===== src/rtl/ptring_arb_pkg.sv =====
// Shared types and sizing helpers for the PtRing output-link arbiter.
package ptring_arb_pkg;

    typedef enum logic {
        IDLE = 1'b0,
        LOCK = 1'b1
    } arb_state_e;

    localparam int STAT_W = 16;

    // Counter width able to hold 0..credits inclusive.
    function automatic int crd_w(input int credits);
        return $clog2(credits + 1);
    endfunction

endpackage


===== src/rtl/ptring_rr_pick.sv =====
// Combinational rotating-priority picker: the first set request at or after i_ptr wins.
module ptring_rr_pick
    import ptring_arb_pkg::*;
#(
    parameter int NUM_REQ = 3,
    localparam int IDX_W  = $clog2(NUM_REQ)
) (
    input  logic [NUM_REQ-1:0] i_req,
    input  logic [IDX_W-1:0]   i_ptr,
    output logic [NUM_REQ-1:0] o_gnt,
    output logic [IDX_W-1:0]   o_idx,
    output logic               o_any
);

    logic [IDX_W:0]   w_sum;
    logic [IDX_W-1:0] w_cand;

    // Scan from the far end back towards i_ptr so the last hit is the nearest one.
    always_comb begin
        o_idx  = '0;
        w_sum  = '0;
        w_cand = '0;
        for (int k = NUM_REQ - 1; k >= 0; k--) begin
            w_sum = {1'b0, i_ptr} + (IDX_W + 1)'(k);
            if (w_sum >= (IDX_W + 1)'(NUM_REQ)) begin
                w_sum = w_sum - (IDX_W + 1)'(NUM_REQ);
            end
            w_cand = w_sum[IDX_W-1:0];
            if (i_req[w_cand]) begin
                o_idx = w_cand;
            end
        end
    end

    assign o_any = |i_req;

    generate
        for (genvar gi = 0; gi < NUM_REQ; gi++) begin : g_gnt
            assign o_gnt[gi] = o_any && (o_idx == IDX_W'(gi));
        end
    endgenerate

endmodule


===== src/rtl/ptring_link_arbiter.sv =====
// PtRing station output-link arbiter: round-robin whole-packet grant, credit gating, registered link.
// Optional per-requester packet counters on oGrantCnt when PTRING_ARB_STATS_EN is defined.
module ptring_link_arbiter
    import ptring_arb_pkg::*;
#(
    parameter int WIDTH   = 32,
    parameter int NUM_REQ = 3,
    parameter int CREDITS = 2
) (
    input  logic                            clk,
    input  logic                            rst,
    input  logic [NUM_REQ-1:0]              iReqVld,
    input  logic [NUM_REQ-1:0][WIDTH-1:0]   iReqDat,
    input  logic [NUM_REQ-1:0]              iReqLast,
    output logic [NUM_REQ-1:0]              oReqRd,
    output logic                            oLinkVld,
    output logic [WIDTH-1:0]                oLinkDat,
    output logic                            oLinkLast,
    input  logic                            iCrdRet,
    output logic                            oBusy,
    output logic                            oCrdOvf
`ifdef PTRING_ARB_STATS_EN
    ,
    output logic [NUM_REQ-1:0][STAT_W-1:0]  oGrantCnt
`endif
);

    localparam int IDX_W = $clog2(NUM_REQ);
    localparam int CRD_W = crd_w(CREDITS);
    localparam logic [CRD_W-1:0] CRD_INIT = CRD_W'(CREDITS);

    function automatic logic [IDX_W-1:0] rr_inc(input logic [IDX_W-1:0] idx);
        if (idx == IDX_W'(NUM_REQ - 1)) begin
            return '0;
        end
        return idx + IDX_W'(1);
    endfunction

    arb_state_e       r_state;
    arb_state_e       w_state_next;
    logic [IDX_W-1:0] r_rr_ptr;
    logic [IDX_W-1:0] w_rr_next;
    logic [IDX_W-1:0] r_owner;
    logic [IDX_W-1:0] w_owner_next;
    logic [CRD_W-1:0] r_crd_cnt;
    logic             r_crd_ovf;
    logic             r_link_vld;
    logic [WIDTH-1:0] r_link_dat;
    logic             r_link_last;

    logic [NUM_REQ-1:0] w_pick_gnt;
    logic [IDX_W-1:0]   w_pick_idx;
    logic               w_pick_any;
    logic               w_send_ok;
    logic               w_pop;
    logic [IDX_W-1:0]   w_pop_idx;

    ptring_rr_pick #(
        .NUM_REQ (NUM_REQ)
    ) u_pick (
        .i_req (iReqVld),
        .i_ptr (r_rr_ptr),
        .o_gnt (w_pick_gnt),
        .o_idx (w_pick_idx),
        .o_any (w_pick_any)
    );

    // A credit returned this cycle only becomes spendable once it lands in r_crd_cnt.
    assign w_send_ok = (r_crd_cnt != '0);

    always_comb begin
        w_state_next = r_state;
        w_rr_next    = r_rr_ptr;
        w_owner_next = r_owner;
        w_pop        = 1'b0;
        w_pop_idx    = r_owner;
        oReqRd       = '0;
        case (r_state)
            IDLE: begin
                if (w_pick_any && w_send_ok) begin
                    w_pop     = 1'b1;
                    w_pop_idx = w_pick_idx;
                    oReqRd    = w_pick_gnt;
                    if (iReqLast[w_pick_idx]) begin
                        w_rr_next = rr_inc(w_pick_idx);
                    end else begin
                        w_state_next = LOCK;
                        w_owner_next = w_pick_idx;
                    end
                end
            end
            LOCK: begin
                // Owner running dry mid-packet leaves a bubble; the lock is kept.
                if (iReqVld[r_owner] && w_send_ok) begin
                    w_pop           = 1'b1;
                    oReqRd[r_owner] = 1'b1;
                    if (iReqLast[r_owner]) begin
                        w_state_next = IDLE;
                        w_rr_next    = rr_inc(r_owner);
                    end
                end
            end
            default: begin
                w_state_next = IDLE;
            end
        endcase
    end

    always_ff @(posedge clk) begin
        if (!rst) begin
            r_state  <= IDLE;
            r_rr_ptr <= '0;
            r_owner  <= '0;
        end else begin
            r_state  <= w_state_next;
            r_rr_ptr <= w_rr_next;
            r_owner  <= w_owner_next;
        end
    end

    always_ff @(posedge clk) begin
        if (!rst) begin
            r_crd_cnt <= CRD_INIT;
            r_crd_ovf <= 1'b0;
        end else if (w_pop && !iCrdRet) begin
            r_crd_cnt <= r_crd_cnt - CRD_W'(1);
        end else if (!w_pop && iCrdRet) begin
            if (r_crd_cnt == CRD_INIT) begin
                r_crd_ovf <= 1'b1;
            end else begin
                r_crd_cnt <= r_crd_cnt + CRD_W'(1);
            end
        end
    end

    // Data and tail flag hold their last value while the link is idle.
    always_ff @(posedge clk) begin
        if (!rst) begin
            r_link_vld  <= 1'b0;
            r_link_dat  <= '0;
            r_link_last <= 1'b0;
        end else begin
            r_link_vld <= w_pop;
            if (w_pop) begin
                r_link_dat  <= iReqDat[w_pop_idx];
                r_link_last <= iReqLast[w_pop_idx];
            end
        end
    end

    assign oLinkVld  = r_link_vld;
    assign oLinkDat  = r_link_dat;
    assign oLinkLast = r_link_last;
    assign oBusy     = (r_state == LOCK);
    assign oCrdOvf   = r_crd_ovf;

`ifdef PTRING_ARB_STATS_EN
    generate
        for (genvar gi = 0; gi < NUM_REQ; gi++) begin : g_stats
            logic [STAT_W-1:0] r_grant_cnt;
            always_ff @(posedge clk) begin
                if (!rst) begin
                    r_grant_cnt <= '0;
                end else if (w_pop && (w_pop_idx == IDX_W'(gi)) && iReqLast[gi]
                             && (r_grant_cnt != {STAT_W{1'b1}})) begin
                    r_grant_cnt <= r_grant_cnt + STAT_W'(1);
                end
            end
            assign oGrantCnt[gi] = r_grant_cnt;
        end
    endgenerate
`endif

endmodule


===== config.mk =====
export PLATFORM = sky130hd
export DESIGN_NAME = ptring_link_arbiter
export DESIGN_NICKNAME = d
export VERILOG_FILES = /design/src/rtl/ptring_arb_pkg.sv /design/src/rtl/ptring_rr_pick.sv /design/src/rtl/ptring_link_arbiter.sv
export SDC_FILE = /design/constraint.sdc
export NUM_CORES = 1
export LEC_CHECK = 0
export ABC_AREA = 1
export CAP_MARGIN = 15
export CORE_UTILIZATION = 30
export CTS_BUF_LIST = sky130_fd_sc_hd__clkbuf_8 sky130_fd_sc_hd__clkbuf_16
export DETAILED_ROUTE_END_ITERATION = 10
export DONT_BUFFER_PORTS = 1
export PLACE_DENSITY = 0.45
export SETUP_SLACK_MARGIN = 0.1
export SYNTH_ARGS = -nofsm -noshare
export SYNTH_HDL_FRONTEND = slang
export SYNTH_SLANG_ARGS = --single-unit

===== constraint.sdc =====
create_clock -name clk -period 1.87 [get_ports clk]
set_input_delay 0.4675 -clock clk [delete_from_list [all_inputs] [get_ports clk]]
set_output_delay 0.4675 -clock clk [all_outputs]
set_load 0.02 [all_outputs]

Word level (Yosys, flattened, before mapping)

Cells that the tools add are included.

Bits in registers: 42
Latch bits: 0
Memory bits (writable): 0
Memory bits (read-only): 0
Input port bits: 105
Output and inout bits: 39
Logic and storage cells: 114
Memories: 0

$add $sub $neg: 9
Multipliers: 0
Div/mod/pow operators: 0
Order comparisons: 10
Eq/ne operators: 9
Shift-type cells: 0
Multiplexer cells: 57
Bitwise operators: 3
Reductions and logical operators: 18

Operators by type and width:

| cell                                                                   | count |
|---|---|
| 32-bit binary-select mux with 2-bit select                             | 1 |
| 2-bit two-way mux                                                      | 19 |
| 32-bit two-way mux                                                     | 1 |
| 1-bit two-way mux                                                      | 22 |
| 2-bit by 3-bit < comparator with 1-bit output (second input constant)  | 6 |
| 1-bit binary-select mux with 2-bit select                              | 7 |
| 1-bit logical AND                                                      | 8 |
| 2-bit by 1-bit adder with 2-bit output (second input constant)         | 3 |
| 2-bit == test (second input constant)                                  | 3 |
| 3-bit by 2-bit >= comparator with 1-bit output (second input constant) | 2 |
| 3-bit two-way mux                                                      | 2 |
| 2-bit != test (second input constant)                                  | 3 |
| 3-bit one-hot mux with 2 select lines                                  | 1 |
| 3-bit AND reduction                                                    | 2 |
| 2-bit subtractor (second input constant)                               | 3 |
| 2-bit by 1-bit != test with 1-bit output (second input constant)       | 2 |
| 1-bit one-hot mux with 2 select lines                                  | 2 |
| 2-bit one-hot mux with 2 select lines                                  | 1 |
| 4-bit AND reduction                                                    | 1 |
| 2-bit nonzero test                                                     | 2 |
| 2-bit by 1-bit adder with 3-bit output (second input constant)         | 1 |
| 2-bit by 2-bit adder with 3-bit output (second input constant)         | 1 |
| 1-bit NOT                                                              | 3 |
| 3-bit OR reduction                                                     | 1 |
| other kinds (8)                                                        | 9 |

Depth between registers and ports, before layout

Depth in word-level cells: 17
Depth in mapped cells: 16
Depth with buffers taken out: 16

Cells and area by module

Synthesis repeated with hierarchy kept, for this count alone.

Cells, all modules: 533
Area total of the unflattened synthesis: 3084.2 um2

By module, submodules not included:

| module              | instances | cells an instance | area an instance (um2) | sequential area each (um2) |
|---|---|---|---|---|
| ptring_link_arbiter | 1         | 491               | 2867.8                 | 840.8 |
| ptring_rr_pick      | 1         | 42                | 216.5                  | 0.0 |

Worst setup path before layout

OpenSTA, ideal clock, no wires.

Kind: register to output
Start: register r_rr_ptr[0]
End: output port oReqRd[0]
Arrival: 1888 ps
Data required time: 1402 ps
Path slack: -485 ps
Cell stages (with the launch flop): 13
Path buffers: 0
Cells stage by stage: dfxtp_1 > inv_1 > ha_1 > inv_2 > nand2_1 > nand3_1 > nand2_1 > nand2_1 > nand2_1 > nand2_2 > nand2_1 > inv_1 > o32ai_1

Cells in the longest elaborated chain, start to end: 12
Elaborated cells on any way between the ends: 24
Classes of those cells: add/sub (5); order compare (3); mux (14); reduce/logical (2)

RTL lines:

| what                                                                               | RTL line                                   | source |
|---|---|---|
| start, declared                                                                    | ptring_link_arbiter.sv:41                  | `logic [IDX_W-1:0] r_rr_ptr;` |
| start signal, assigned                                                             | ptring_link_arbiter.sv:116                 | `r_rr_ptr <= w_rr_next;` |
| 2-bit by 2-bit adder with 3-bit output                                             | ptring_rr_pick.sv:24                       | `w_sum = {1'b0, i_ptr} + (IDX_W + 1)'(k);` |
| 3-bit by 2-bit >= comparator with 1-bit output or 2-bit subtractor (tied branches) | ptring_rr_pick.sv:25, ptring_rr_pick.sv:26 |  |
| 2-bit two-way mux                                                                  | ptring_rr_pick.sv:25                       | `if (w_sum >= (IDX_W + 1)'(NUM_REQ)) begin` |
| 1-bit binary-select mux with 2-bit select                                          | ptring_rr_pick.sv:29                       | `if (i_req[w_cand]) begin` |
| 1-bit two-way mux (not written as such)                                            | ptring_rr_pick.sv:29                       |  |
| 2-bit two-way mux (2 in series)                                                    | ptring_rr_pick.sv:29                       |  |
| 2-bit two-way mux *                                                                | ptring_rr_pick.sv:29                       |  |
| 2-bit zero test *                                                                  | ptring_rr_pick.sv:39                       | `assign o_gnt[gi] = o_any && (o_idx == IDX_W'(gi));` |
| 1-bit logical AND *                                                                | ptring_rr_pick.sv:39                       |  |
| 3-bit two-way mux *                                                                | ptring_link_arbiter.sv:80                  | `if (w_pick_any && w_send_ok) begin` |
| 3-bit one-hot mux with 2 select lines *                                            | ptring_link_arbiter.sv:78                  | `case (r_state)` |
| end, declared                                                                      | ptring_link_arbiter.sv:15                  | `output logic [NUM_REQ-1:0] oReqRd,` |

Mark *: on every way between the ends. The rest lies on a longest branch, timed or not. The select of a mux whose other input is x is not followed.

Final worst setup path

Start: register r_rr_ptr[0]
End: output port oReqRd[1]

Cells in the longest elaborated chain, start to end: 12
Elaborated cells on any way between the ends: 24
Classes of those cells: add/sub (5); order compare (3); eq/ne (1); mux (14); reduce/logical (1)

RTL lines:

| what                                                                               | RTL line |
|---|---|
| 2-bit by 2-bit adder with 3-bit output                                             | ptring_rr_pick.sv:24 |
| 3-bit by 2-bit >= comparator with 1-bit output or 2-bit subtractor (tied branches) | ptring_rr_pick.sv:25, ptring_rr_pick.sv:26 |
| 2-bit two-way mux                                                                  | ptring_rr_pick.sv:25 |
| 1-bit binary-select mux with 2-bit select                                          | ptring_rr_pick.sv:29 |
| 1-bit two-way mux (not written as such)                                            | ptring_rr_pick.sv:29 |
| 2-bit two-way mux (2 in series)                                                    | ptring_rr_pick.sv:29 |
| 2-bit two-way mux *                                                                | ptring_rr_pick.sv:29 |
| 2-bit by 1-bit == test with 1-bit output *                                         | ptring_rr_pick.sv:39 |
| 1-bit logical AND *                                                                | ptring_rr_pick.sv:39 |
| 3-bit two-way mux *                                                                | ptring_link_arbiter.sv:80 |
| 3-bit one-hot mux with 2 select lines *                                            | ptring_link_arbiter.sv:78 |

Marks and branches as above.

==> reports/summary.txt <==
Max rail drop VDD -> 743 uV
most frequent cells in the layout -> nand2_1, nor2_1, nand2_2
Initial DRC Count -> 185
Max Cap Viol -> 0
post-placement cell count -> 632
Final Max Tran Viols -> 0
pwr dens -> 2310 nW/um^2
Layout fillers -> 1084
first-pass iteration count of the detailed router -> 4
WL met1 -> 4.66 mm
Routed WL -> 11.0 mm
crit end category -> output pin
clk root buf -> clkbuf_8
failing checks -> negative setup slack
RSZ-0062 raised after global routing -> true
Synth area leader -> dfxtp_1
n_diodes -> 0
number of port buffers -> 0
Hold Vio Cnt, Final -> 0
Die Width -> 105 um
final setup violation count -> 41
initial antenna violation count -> 0
post-layout util -> 44.2%
Yosys cell types -> 33
Leakage Power -> 1.98 nW
num rows -> 37
CP cell instances -> inv_4 > ha_4 > inv_4 > nand2_4 > nand3_4 > nand2_4 > buf_4 > buf_6 > nand2_1 > o211ai_1 > nand3_1 > nand2_2
Detailed Place HPWL -> 7.07 mm
crit path time final -> 2.43 ns
Worst Max-Slew Pin Slew -> 0.366 ns
R2R depth -> 17
DR vias -> 3406
first-pass GRT wire length -> 16.9 mm
Bufs on Longest Clock Path -> 2
Die Area -> 11000 um^2
skew final -> 0.00641 ns
Synth Warn # -> 0
syn_area_per_cell -> 6.37 um^2
CP Class -> reg -> out
most common cell after layout, fill and taps aside -> nand2_1
die height -> 105 um
worst-skew pair later-pin latency -> 0.29 ns
vias per cell -> 5.08
Reg clk slew, reported paths -> 0.08 ns
CP max FO -> 4
highest routed layer -> met4
run status -> finished, violations left
Worst Hold Class -> in -> reg
vias in the first global route -> 3230
met2 wire length -> 5.56 mm
top post-synthesis cells by area -> dfxtp_1, nand2_1, nor2_1, a21oi_2, nand3_1
hold_sp -> rst
total track usage -> 19.4%
Routed WL per cell -> 16.4 um
initial core utilization -> 30.8%
critical path required time -> 1.40 ns
largest net degree at the start of global routing -> 39
Power Total -> 10.5 mW
number of remaining DRC errors -> 0
core area -> 10300 um^2
Yosys reg bits -> 42
CTS Sinks -> 42
CP peak stage delay -> 0.37 ns
routability cong. -> 0.874
antenna-violating nets left -> 0
Top Ports -> 144
crit path max-delay cell type -> dfxtp_4
Worst Hold End -> r_crd_cnt[1]
GRT Residual Overflow -> 0
tightest hold margin -> 0.263 ns
Synth top area share -> 26.6%
setup ws final -> -0.565 ns
share of cells above drive strength 1 -> 44.7%
Synthesized Nets -> 607
FF-to-FF End -> oLinkDat[26]
Mapped Cells -> 497
area grow syn2layout -> 43.6%
post-synthesis instance area -> 3160 um^2
met3 wire len -> 668 um
CTS Buf Count -> 5
Peak Freq -> 411 MHz
relative slew slack -> 75.5%
fin crit share -> 130%
FF-to-FF setup slack -> -0.47 ns
setup tns final -> -16.33 ns
fin nets -> 646
cts hold-fix bufs -> 0
startpoint types -> register
post-synthesis sequential area ratio -> 26.6%
hold depth -> 1
r2r startpoint -> r_rr_ptr[0]
Critical Path AT -> 1.97 ns
count of non-filler cells in the finished layout -> 671
CTS tree -> built
H-Tree Depth -> 2
-- sequential cells by signal (all words and copies together) (netlist names) --
signal,count
oBusy,1
oCrdOvf,1
oLinkDat,32
oLinkLast,1
oLinkVld,1
r_crd_cnt,2
r_owner,2
r_rr_ptr,2
-- metrics by stage --
step | cell area [um^2] | setup slack [ns]
floorplan | 3350 | -0.140
global placement | 3590 | -0.211
detailed placement | 3590 | -0.238
CTS | 4310 | -0.500
global route | 4540 | -0.677
finish | 4540 | -0.565
-- layout make-up --
class	instances	area, um^2	share of cell area (%)
multi-input cells	398	2510	55.2
repair buffers	60	796	17.5
clock buffers	6	82.6	1.82
well taps	136	170	3.75
inverters	29	129	2.84
flip-flops and latches	42	856	18.8
-- Yosys cell counts --
master    count
o211ai_1      2
buf_2        10
nor2_1       78
or2_2         1
inv_2        10
o32ai_1       1
a21oi_1      10
a21boi_0      1
dfxtp_1      42
nand2_1     138
nand4_1       1
nand2_4       1
o21ai_2       1
o21ai_0      35
nor2_2        1
inv_1        19
buf_12        3
nor2_8        1
nand3_4       1
o21ai_4       1
nand3_1      47
buf_6         1
ha_1          5
clkbuf_1      6
nand2_2      36
o31ai_1       1
a211oi_1      2
nand3_2       1
o21ai_1       1
a21oi_4       1
nor2_4        1
buf_4         8
a21oi_2      30
-- worst max-delay path: cells and delay by family (launching register included) --
family,cells,cell delay [ns]
adder cells (fa/ha/maj),1,0.30
buffers and inverters,4,0.26
AND/OR/NAND/NOR,6,0.62
flip-flops,1,0.37
AO/OA/AOI/OAI,1,0.12
-- report_power, final --
group | internal (mW) | switching [mW]
clock | 0.286 | 0.322
sequential | 1.27 | 0.621
combinational | 3.57 | 4.42
-- logic make-up after synthesis --
family | count (synthesis) | share of synthesized area [%]
compound gates | 86 | 18.6
fa+ha+maj | 5 | 1.98
buf+inv | 57 | 9.89
flops | 42 | 26.6
simple gates | 307 | 43.0
-- worst max-delay path by stage --
stage / startpoint / slack (ns) / cells past startpoint / to
2_1_floorplan: r_rr_ptr[0] / -0.14 / 12 / oReqRd[0]
5_1_grt: r_rr_ptr[0] / -0.68 / 12 / oReqRd[1]
3_3_place_gp: r_rr_ptr[0] / -0.21 / 12 / oReqRd[0]
3_5_place_dp: r_rr_ptr[0] / -0.24 / 12 / oReqRd[0]
6_report: r_rr_ptr[0] / -0.56 / 12 / oReqRd[1]
4_1_cts: r_rr_ptr[0] / -0.50 / 12 / oReqRd[0]
-- what timing repair did --
action / CTS / global route
setup buffers: 23 / 3
endpoints found under the setup margin: 42 / 43
resized for setup: 67 / 56
cloned: 9 / 0
pin swaps: 28 / 17
-- routing by layer --
| metal | vias up | GRT usage (%) |
|---|---|---|
| met5 | - | 0 |
| met4 | 0 | 4.12 |
| met3 | 15 | 4.24 |
| met2 | 109 | 34.2 |
| met1 | 1604 | 24.1 |
| li1 | 1678 | - |
No activity file was read; power rests on OpenSTA's default activity.
